--- src/rtl/imm_gen_pipe.sv ---
// imm_gen_pipe
//   Registered RISC-V immediate generator. Each accepted instruction word is
//   decoded according to imm_sel_i into a sign- or zero-extended XLEN
//   immediate. The result is held in an output register with a one-entry skid
//   buffer behind it, so the consumer can stall without losing results.
//
// Ports
//   clk_i        clock, rising edge
//   rst_ni       asynchronous active-low reset
//   in_valid_i   input transaction presented
//   in_ready_o   block can accept an input (registered)
//   instr_i      raw 32-bit instruction word
//   imm_sel_i    000 I, 001 S, 010 B, 011 U, 100 J, 101 Z, 110/111 illegal
//   tag_i        sideband tag travelling with the instruction
//   out_valid_o  registered result available
//   out_ready_i  consumer takes the result this cycle
//   imm_o        extended immediate
//   tag_o        tag paired with imm_o
//   illegal_o    result came from an illegal format select
//   dbg_state_o  storage state: 0 EMPTY, 1 ONE, 2 FULL
//
// Handshake: a transfer happens on a rising edge where valid and ready are
// both high. The producer holds its payload while valid is high and ready is
// low; out_* are held stable while out_valid_o=1 and out_ready_i=0. in_ready_o
// comes from a flop, so there is no combinational path from out_ready_i.
module imm_gen_pipe #(
  parameter int XLEN  = 32,
  parameter int TAG_W = 8
) (
  input  logic             clk_i,
  input  logic             rst_ni,
  input  logic             in_valid_i,
  output logic             in_ready_o,
  input  logic [31:0]      instr_i,
  input  logic [2:0]       imm_sel_i,
  input  logic [TAG_W-1:0] tag_i,
  output logic             out_valid_o,
  input  logic             out_ready_i,
  output logic [XLEN-1:0]  imm_o,
  output logic [TAG_W-1:0] tag_o,
  output logic             illegal_o,
  output logic [1:0]       dbg_state_o
);

  typedef enum logic [1:0] {
    ST_EMPTY = 2'd0,
    ST_ONE   = 2'd1,
    ST_FULL  = 2'd2
  } state_e;

  typedef struct packed {
    logic [XLEN-1:0]  imm;
    logic [TAG_W-1:0] tag;
    logic             illegal;
  } entry_t;

  state_e state_q, state_d;
  entry_t main_q, main_d;
  entry_t skid_q, skid_d;
  logic   in_ready_q, in_ready_d;

  logic   in_fire;
  logic   out_fire;
  logic [31:0] imm32;
  entry_t new_entry;

  // Opcode bits never contribute to any immediate.
  logic unused_opcode;
  assign unused_opcode = ^instr_i[6:0];

  // ---------------------------------------------------------------------------
  // Immediate extraction. Every signed format carries instr[31] in bit 31 of
  // imm32, so a single sign extension to XLEN covers them all; Z has a zero
  // bit 31 and therefore extends with zeros.
  // ---------------------------------------------------------------------------
  always_comb begin
    imm32             = '0;
    new_entry.illegal = 1'b0;
    case (imm_sel_i)
      3'b000: imm32 = {{20{instr_i[31]}}, instr_i[31:20]};
      3'b001: imm32 = {{20{instr_i[31]}}, instr_i[31:25], instr_i[11:7]};
      3'b010: imm32 = {{19{instr_i[31]}}, instr_i[31], instr_i[7],
                       instr_i[30:25], instr_i[11:8], 1'b0};
      3'b011: imm32 = {instr_i[31:12], 12'b0};
      3'b100: imm32 = {{11{instr_i[31]}}, instr_i[31], instr_i[19:12],
                       instr_i[20], instr_i[30:21], 1'b0};
      3'b101: imm32 = {27'b0, instr_i[19:15]};
      default: begin
        imm32             = '0;
        new_entry.illegal = 1'b1;
      end
    endcase
    new_entry.imm = XLEN'($signed(imm32));
    new_entry.tag = tag_i;
  end

  assign in_fire  = in_valid_i && in_ready_q;
  assign out_fire = out_valid_o && out_ready_i;

  // ---------------------------------------------------------------------------
  // State register
  // ---------------------------------------------------------------------------
  always_ff @(posedge clk_i or negedge rst_ni) begin
    if (!rst_ni) begin
      state_q    <= ST_EMPTY;
      main_q     <= '0;
      skid_q     <= '0;
      in_ready_q <= 1'b0;
    end else begin
      state_q    <= state_d;
      main_q     <= main_d;
      skid_q     <= skid_d;
      in_ready_q <= in_ready_d;
    end
  end

  // ---------------------------------------------------------------------------
  // Next-state and storage update
  // ---------------------------------------------------------------------------
  always_comb begin
    state_d = state_q;
    main_d  = main_q;
    skid_d  = skid_q;
    case (state_q)
      ST_EMPTY: begin
        if (in_fire) begin
          main_d  = new_entry;
          state_d = ST_ONE;
        end
      end
      ST_ONE: begin
        case ({in_fire, out_fire})
          2'b10: begin
            skid_d  = new_entry;
            state_d = ST_FULL;
          end
          2'b01: state_d = ST_EMPTY;
          2'b11: main_d = new_entry;
          default: state_d = ST_ONE;
        endcase
      end
      ST_FULL: begin
        // in_ready is low here, so only a drain can happen.
        if (out_fire) begin
          main_d  = skid_q;
          state_d = ST_ONE;
        end
      end
      default: state_d = ST_EMPTY;
    endcase
    // Ready for next cycle is decided from the state we are moving into,
    // which keeps in_ready_o a pure flop output.
    in_ready_d = (state_d != ST_FULL);
  end

  // ---------------------------------------------------------------------------
  // Outputs
  // ---------------------------------------------------------------------------
  always_comb begin
    out_valid_o = (state_q != ST_EMPTY);
    in_ready_o  = in_ready_q;
    imm_o       = main_q.imm;
    tag_o       = main_q.tag;
    illegal_o   = main_q.illegal;
    dbg_state_o = state_q;
  end

endmodule

--- config.mk ---
export PLATFORM = sky130hd
export DESIGN_NAME = imm_gen_pipe
export DESIGN_NICKNAME = d
export VERILOG_FILES = /design/src/rtl/imm_gen_pipe.sv
export SDC_FILE = /design/constraint.sdc
export NUM_CORES = 1
export LEC_CHECK = 0
export BUFFER_PORTS_ARGS = -buffer_cell sky130_fd_sc_hd__buf_4
export CORE_MARGIN = 10
export CORE_UTILIZATION = 45
export DETAILED_ROUTE_END_ITERATION = 10
export MAX_ROUTING_LAYER = met4
export PLACE_DENSITY = 0.68
export SLEW_MARGIN = 0
export SYNTH_ARGS = -nofsm -noshare
export SYNTH_HDL_FRONTEND = slang
export SYNTH_SLANG_ARGS = --single-unit
--- constraint.sdc ---
create_clock -name clk_i -period 1.8 [get_ports clk_i]
set_clock_uncertainty 0.15 [all_clocks]
set_input_delay 0.18 -clock clk_i [delete_from_list [all_inputs] [get_ports clk_i]]
set_output_delay 0.18 -clock clk_i [all_outputs]
set_load 0.01 [all_outputs]
==> results of run 1 <==
## final timing paths
path | endpoint | slack [ns] | cells past startpoint
max | out_valid_o | 0.14 | 3
min in group asynchronous | skid_q[6]$_DFFE_PN0P_ | 0.18 | 2
min reg2reg | skid_q[8]$_DFFE_PN0P_ | 0.33 | 2
max reg2reg | imm_o[18]$_DFFE_PN0P_ | 0.15 | 5
max in group asynchronous | imm_o[20]$_DFFE_PN0P_ | 0.76 | 3
min | imm_o[23]$_DFFE_PN0P_ | 0.02 | 3
## cells by family (layout without fill, tap and decap cells)
logic type | after synthesis | count (layout) | synth area share
compound gates | 156 | 156 | 0.224
fa+ha+maj | 1 | 1 | 0.00267
simple gates | 168 | 168 | 0.193
mux | 6 | 6 | 0.0157
flops | 85 | 85 | 0.504
buf+inv | 40 | 145 | 0.0607
## per-stage QoR
stage | std cells | setup WS [ns] | util
final | 672 | 0.137 | 0.586
after global routing | 672 | 0.0277 | 0.586
after CTS | 672 | 0.112 | 0.586
after detailed placement | 635 | 0.156 | 0.542
after global placement | 635 | 0.180 | 0.542
after floorplan | 456 | 0.137 | -
## placed cells by master (no fill, tap or decap), types with 3 or more instances in the layout
| master | netlist | final |
|---|---|---|
| buf_12 | 0 | 6 |
| and3_1 | 8 | 8 |
| nor2_1 | 42 | 42 |
| a21oi_1 | 53 | 53 |
| a221oi_2 | 4 | 4 |
| nor2b_1 | 4 | 3 |
| a211oi_1 | 5 | 5 |
| o21ai_1 | 21 | 21 |
| a21oi_2 | 6 | 6 |
| a31oi_1 | 34 | 34 |
| inv_1 | 3 | 3 |
| dlygate4sd3_1 | 0 | 21 |
| nand2_1 | 80 | 80 |
| dfrtp_1 | 85 | 85 |
| nand2b_1 | 15 | 15 |
| buf_4 | 5 | 99 |
| a21o_1 | 7 | 7 |
| mux2_2 | 5 | 5 |
| o21ai_0 | 20 | 20 |
| clkbuf_8 | 0 | 10 |
## repair_timing
item,4_1_cts,5_1_grt
endpoints found under the hold margin,73,0
resized for setup,0,0
buffers inserted,0,0
hold buffers,21,0
## sequential cells by signal, summed over array words and instances, names as in the netlist
register,flops
dbg_state_o,2
tag_o,8
imm_o,32
in_ready_o,1
skid_q,41
illegal_o,1
## cell type report
cell class                      count  area [sq um]
Fill cell                         814          3810
Sequential cell                    85          2130
Multi-Input combinational cell    331          1840
Timing Repair Buffer              126          1070
Tap cell                          111           139
Clock buffer                       10           138
Clock inverter                      6          53.8
Inverter                            3          11.3
## power groups by stage
stage | registers (mW) | clock network [mW] | logic (mW)
after floorplan | 3.53 | 0 | 1.52
after global placement | 3.36 | 0 | 3.01
after detailed placement | 3.40 | 0 | 3.09
after CTS | 3.37 | 1.34 | 3.12
after global routing | 3.50 | 1.40 | 3.44
final | 3.37 | 1.29 | 3.05
## critical path, stage by stage (launching register included)
cell and delay (ns):
dfrtp_1 0.41, buf_4 0.16, or2_2 0.27, buf_4 0.14
## layer usage
layer	routed length, microns	up-vias	track usage
met2	5440	85	0.285
met5	0	-	-
met4	143	0	0.0544
met3	425	12	0.0234
met1	4990	1743	0.212
li1	-	1794	-
==> impl_results.md, run 1 <==
- Clock Pin Slew Worst Setup and Hold Paths: 0.09 ns
- Post-synth cell types: between 40 and 50
- Via count: about 3.6k
- Synth top area cells: dfrtp_1 (50%), nand2_1 (7.1%), a21oi_1 (6.3%)
- Max Cap Viol: 0
- Sink Count: 85
- RSZ-0062 raised after global routing: false
- Overall power: approximately 7.7 mW
- Internal power: 4.88 mW
- Area Growth Syn to Fin: 27.5%
- Sequential area share after synthesis: 0.504
- Die Wd: approximately 120 microns
- DRT Pass-1 Iters: 5
- Overall Global Routing Usage: 0.171
- Synth Instances: 456
- Hpwl dp: a little under 8 mm
- Ys Warns: 0
- Diode count: 0
- Nets: between 600 and 700
- TritonCTS clock tree: built
- Largest net degree at the start of global routing: 48
- CP Data Required Time: 1.47 ns
- Crit. End Element: output port
- Crit-path max FO: 5
- Final setup vio count: 0
- TritonCTS buffer count: 9
- Routed wire length: ~11 mm
- Max Fclk: around 0.6 GHz
- Final antenna-violating net count: 0
- Worst EP arrival: ~1.3 ns
- Portion of total power attributed to sequential cells: 0.437
- Tmin final: approximately 1.7 ns
- Worst slew margin: 0.692
- CTS H-tree lvls: 3
- Ys flop type: dfrtp_1
- Max VDD drop: approximately 670 uV
- CP Launch Type: flop
- Final Slew Violations: 0
- Worst r2r src: dbg_state_o[1]$_DFF_PN0_
- Post-Syn Area: about 4200 sq um
- Fin area: between 5000 and 6000 sq um
- Num rows: 35
- Root buffer cell: clkbuf_8
- Initial antenna violation count: 0
- Comb pwr share: 0.396
- GRT overflow: 0
- Latest clock arrival within the worst-skew pair: around 0.36 ns
- Layout cells sized above 1: 0.267
- Worst Max-Slew Pin Slew: approximately 0.46 ns
- Most common cell in the netlist: dfrtp_1
- Pwr/cell area: 1430 nW/um^2
- Die ar.: between 10000 and 15000 sq um
- Placer Congestion: 0.870
- Iter 0 DRT Violations: approximately 170
- DRC viols: 0
- Hold Path Class: primary input to flop
- Initial Utilization: 0.459
- Setup total negative slack: 0 ns
- Vias per cell: approximately 5.4
- Status: completed
- Routed len/inst: roughly 16 microns
- Max clock buf depth: 2
- Worst Min Path Start: instr_i[23]
- DIE HEIGHT: about 120 microns
- Smallest hold slack: between 0.015 and 0.02 ns
- #FFs+latches synth: 85
- Vias in the first global route: approximately 3.7k
- I/O pin count: just over 90
- Syn Area/Cell: 9.26 sq um
- NetSw: 2.83 mW
- Final hold violations: 0
- Tcrit/Tclk final: 0.924
- Post-synth EDFFs: 0
- DP Area: around 5000 sq um
- Core area: around 9000 sq um
- Area leader, netlist: dfrtp_1
- Commonest cells post-synth: dfrtp_1 (85), nand2_1 (80), a21oi_1 (53)
- Buffers on Ports: 84
- Share of Yosys cell area claimed by the top area cell type: 0.504
- Kind of critical path: flop to output port
- Switching portion of total power: 0.367
- Post-synth ARST share: 1.00
- CP startpoint: dbg_state_o[0]$_DFF_PN0_
- First-pass GRT wire length: ~18 mm
- Clk network pwr share: 0.168
- Synth Net Count: a little over 500
- Static leakage: between 2 and 2.5 nW
Note: power is estimated with default switching activity, not from simulation.
==> run 2, diff against run 1 <==
- GPL_ROUTABILITY_DRIVEN: unset -> 0
- RECOVER_POWER: unset -> 50
==> impl_results.md, run 2 (synthesis results as in run 1) <==
- Diode count: 0
- I/O pin count: between 90 and 100
- Tmin final: between 1.5 and 2 ns
- DIE HEIGHT: ~120 microns
- Max clock buf depth: 2
- Root buffer cell: clkbuf_8
- # resized after CTS: 0
- Num rows: 35
- Worst hold path endpoint: imm_o[23]$_DFFE_PN0P_
- Iter 0 DRT Violations: about 180
- Sink Count: 85
- Met1 GRT Util: 0.212
- Final hold violations: 0
- Max VDD drop: 655 uV
- Overall Global Routing Usage: 0.171
- Vias in the first global route: about 3.7k
- Core area: roughly 9000 sq um
- Worst reg2reg setup slack: around 0.15 ns
- Hold_buf cts: 21
- Die Wd: roughly 120 microns
- Max reg flops: approximately 40
- Latest clock arrival within the worst-skew pair: between 0.3 and 0.4 ns
- Place WS: approximately 0.16 ns
- GRT overflow: 0
- Die ar.: around 14000 sq um
- Routed wire length: between 10 and 15 mm
- Via count: between 3k and 4k
- Max Fclk: approximately 0.6 GHz
- Number of post-CTS setup repair buffers: 0
- Busiest grt layer: met2
- GR Util met3: 0.0234
- Tcrit/Tclk final: 0.923
- Worst Min Path Start: instr_i[23]
- Met2 GRT Util: 0.285
- Most frequent cells in the layout: dfrtp_1 (85), nand2_1 (80), buf_4 (74)
- Worst EP arrival: roughly 1.3 ns
- Fin util: 0.576
- Worst slew margin: 0.395
- Status: completed
- R2r endpoint: imm_o[18]$_DFFE_PN0P_
- First-pass GRT wire length: about 18 mm
- TritonCTS buffer count: 9
- Area Growth Syn to Fin: 25.4%
- Worst Max-Slew Pin Slew: 0.907 ns
- WHS Path Cells: 3
- Max Cap Viol: 0
- Pwr/cell area: 1420 nW/um^2
- CP Data Required Time: 1.47 ns
- Initial Utilization: 0.459
- Final Slew Violations: 0
- TritonCTS clock tree: built
- Largest net degree at the start of global routing: between 40 and 50
- Kind of critical path: flop to output port
- Initial antenna violation count: 0
- Setup total negative slack: 0 ns
- FF-to-FF path depth: 5
- Hold Path Class: primary input to flop
- Crit. End Element: output port
- Most common cell after layout, fill and taps aside: dfrtp_1
- RSZ-0062 raised after global routing: false
- Final setup vio count: 0
- CP Launch Type: flop
- Crit-path max FO: 5
- Routed len/inst: roughly 16 microns
- Final antenna-violating net count: 0
- Buffers on Ports: 84
- CTS H-tree lvls: 3
- Worst r2r src: dbg_state_o[1]$_DFF_PN0_
- DRC viols: 0
- Clock Pin Slew Worst Setup and Hold Paths: around 0.090 ns
- Static leakage: between 2 and 2.5 nW
- Smallest hold slack: 0.0192 ns
- DRT Pass-1 Iters: 5
- Vias per cell: 5.42
- Setup ws final: about 0.14 ns
- Layout cells sized above 1: 0.228
- Biggest register: skid_q
- Nets: roughly 600
- Hpwl dp: around 7.9 mm
## run 2: changes by cell type in the layout (fill, tap and decap cells not counted), sizes merged
cell | previous run | this run
buf | 105 | 80
clkbuf | 10 | 35
## run 2: report_power, final
group          total [mW]  switching, mW  internal [mW]
Combinational        2.86           1.57           1.29
Sequential           3.36          0.529           2.83
Clock                1.29          0.726          0.564
## run 2: critical path, stage by stage, from the launching register on
cell     delay (ns)
dfrtp_1        0.41
buf_4          0.16
or2_2          0.27
buf_4          0.14
## run 2: stage by stage
step | cells | area, sq um | power (mW)
after global placement | 635 | 4980 | 6.37
after CTS | 672 | 5390 | 7.84
final | 672 | 5300 | 7.51
after global routing | 672 | 5300 | 8.13
after floorplan | 456 | 4220 | 5.05
after detailed placement | 635 | 4980 | 6.49
## run 2: area by class of cell
class                      count  area [sq um]
inverter                       3          11.3
timing repair buffer         126           983
fill                         841          3900
clock inverter                 6          53.8
multi-input combinational    331          1840
sequential                    85          2130
clock buffer                  10           138
tap                          111           139
## run 2: how the worst max path moves through the flow
| stage | slack (ns) | endpoint | startpoint |
|---|---|---|---|
| 2_1_floorplan | 0.14 | imm_o[19]$_DFFE_PN0P_ | dbg_state_o[1]$_DFF_PN0_ |
| 3_3_place_gp | 0.18 | imm_o[11]$_DFFE_PN0P_ | dbg_state_o[1]$_DFF_PN0_ |
| 3_5_place_dp | 0.16 | imm_o[1]$_DFFE_PN0P_ | imm_sel_i[2] |
| 4_1_cts | 0.11 | out_valid_o | dbg_state_o[0]$_DFF_PN0_ |
| 5_1_grt | 0.03 | imm_o[14]$_DFFE_PN0P_ | dbg_state_o[1]$_DFF_PN0_ |
| 6_report | 0.14 | out_valid_o | dbg_state_o[0]$_DFF_PN0_ |
## run 2: layer usage
| layer | vias up | part of all wire |
|---|---|---|
| met5 | - | 0 |
| met4 | 0 | 0.0081 |
| met3 | 7 | 0.038 |
| met2 | 77 | 0.49 |
| met1 | 1766 | 0.46 |
| li1 | 1790 | - |
==> run 3, diff against run 2 <==
- CORE_UTILIZATION: 45 -> 35
- PLACE_DENSITY: 0.68 -> unset
==> impl_results.md, run 3 (synthesis results as in run 1) <==
- Overall Global Routing Usage: 0.143
- # resized after CTS: 0
- First-pass GRT wire length: around 19 mm
- Place WS: between 0.1 and 0.15 ns
- Tcrit/Tclk final: 0.933
- Busiest grt layer: met2
- Iter 0 DRT Violations: 300
- Core area: between 10000 and 15000 sq um
- FF-to-FF path depth: 5
- DRT Pass-1 Iters: 6
- Tmin final: approximately 1.7 ns
- Max Fclk: between 0.5 and 0.6 GHz
- Met2 GRT Util: 0.211
- Static leakage: between 2 and 2.5 nW
- Area Growth Syn to Fin: 28.1%
- Vias per cell: between 5 and 6
- TritonCTS clock tree: built
- Diode count: 0
- Final Slew Violations: 0
- Most frequent cells in the layout: dfrtp_1 (85), nand2_1 (80), buf_4 (73)
- TritonCTS buffer count: 9
- Crit. End Element: output port
- Num rows: 40
- Max Cap Viol: 0
- Worst EP arrival: about 1.4 ns
- Nets: between 500 and 600
- Routed wire length: about 12 mm
- Buffers on Ports: 84
- WHS Path Cells: 3
- Setup ws final: between 0.1 and 0.15 ns
- Worst Max-Slew Pin Slew: approximately 0.67 ns
- Met1 GRT Util: 0.184
- Via count: approximately 3.7k
- Worst slew margin: 0.550
- Max reg flops: a little over 40
- CP Launch Type: flop
- Hold Path Class: primary input to flop
- Crit-path max FO: 6
- Smallest hold slack: -0.00211 ns
- Final antenna-violating net count: 0
- Sink Count: 85
- Most common cell after layout, fill and taps aside: dfrtp_1
- GRT overflow: 0
- Pwr/cell area: about 1500 nW/um^2
- Kind of critical path: flop to output port
- DIE HEIGHT: about 130 microns
- Initial antenna violation count: 0
- RSZ-0062 raised after global routing: false
- Max VDD drop: about 780 uV
- Root buffer cell: clkbuf_16
- Hold_buf cts: 17
- Final hold violations: 1
- Clock Pin Slew Worst Setup and Hold Paths: approximately 0.06 ns
- Final setup vio count: 0
- Biggest register: skid_q
- DRC viols: 0
- Number of post-CTS setup repair buffers: 0
- Largest net degree at the start of global routing: 48
- CP Data Required Time: around 1.5 ns
- Latest clock arrival within the worst-skew pair: 0.35 ns
- GR Util met3: 0.0434
- I/O pin count: slightly above 90
- Die Wd: 130 microns
- Layout cells sized above 1: 0.223
- Die ar.: roughly 17000 sq um
- Overall power: 8.19 mW
- Routed len/inst: ~16 microns
- Initial Utilization: 0.355
- Vias in the first global route: about 3.6k
- Status: finished, violations left
- Failing checks: hold timing
- Hpwl dp: around 8 mm
- CTS H-tree lvls: 3
- Max clock buf depth: 2
- Setup total negative slack: 0 ns
==> run 3: metal layers <==
layer	up-vias	wire [microns]
li1	1784	-
met4	0	166
met3	19	758
met1	1764	5430
met2	124	5170
met5	-	0
==> run 3: cell type report <==
cell class                      count  area, sq um
Fill cell                        1169         6500
Sequential cell                    85         2130
Multi-Input combinational cell    331         1840
Timing Repair Buffer              121          935
Clock buffer                       13          270
Tap cell                          147          184
Clock inverter                      3         42.5
Inverter                            3         11.3
==> run 3: critical path, stage by stage, from the launching register on <==
cell and delay (ns):
dfrtp_1 0.43, buf_4 0.17, or2_2 0.27, buf_4 0.15
==> run 3: path summary, 6_finish.rpt <==
path                                     startpoint               endpoint  slack, ns
setup / recovery           dbg_state_o[0]$_DFF_PN0_            out_valid_o       0.12
hold / removal                          instr_i[25]  imm_o[25]$_DFFE_PN0P_     -0.002
setup reg to reg           dbg_state_o[1]$_DFF_PN0_  imm_o[12]$_DFFE_PN0P_       0.13
hold reg to reg               skid_q[3]$_DFFE_PN0P_  skid_q[3]$_DFFE_PN0P_       0.32
max in group asynchronous                    rst_ni  skid_q[1]$_DFFE_PN0P_       0.50
min in group asynchronous                    rst_ni   tag_o[7]$_DFFE_PN0P_       0.25
==> run 3: through the flow <==
step                cell area (sq um)  hold slack (ns)  std cells  utilization
floorplan                        4220           -0.266        456            -
global placement                 5020          -0.0351        670        0.421
detailed placement               5020          -0.0337        670        0.421
CTS                              5500          0.00206        703        0.462
global route                     5410           0.0103        703        0.454
finish                           5410         -0.00211        703        0.454
==> run 3: power by group <==
| group | internal (mW) | total, mW | switching, mW |
|---|---|---|---|
| sequential | 2.84 | 3.38 | 0.541 |
| combinational | 1.28 | 2.86 | 1.58 |
| clock | 1.19 | 1.95 | 0.758 |
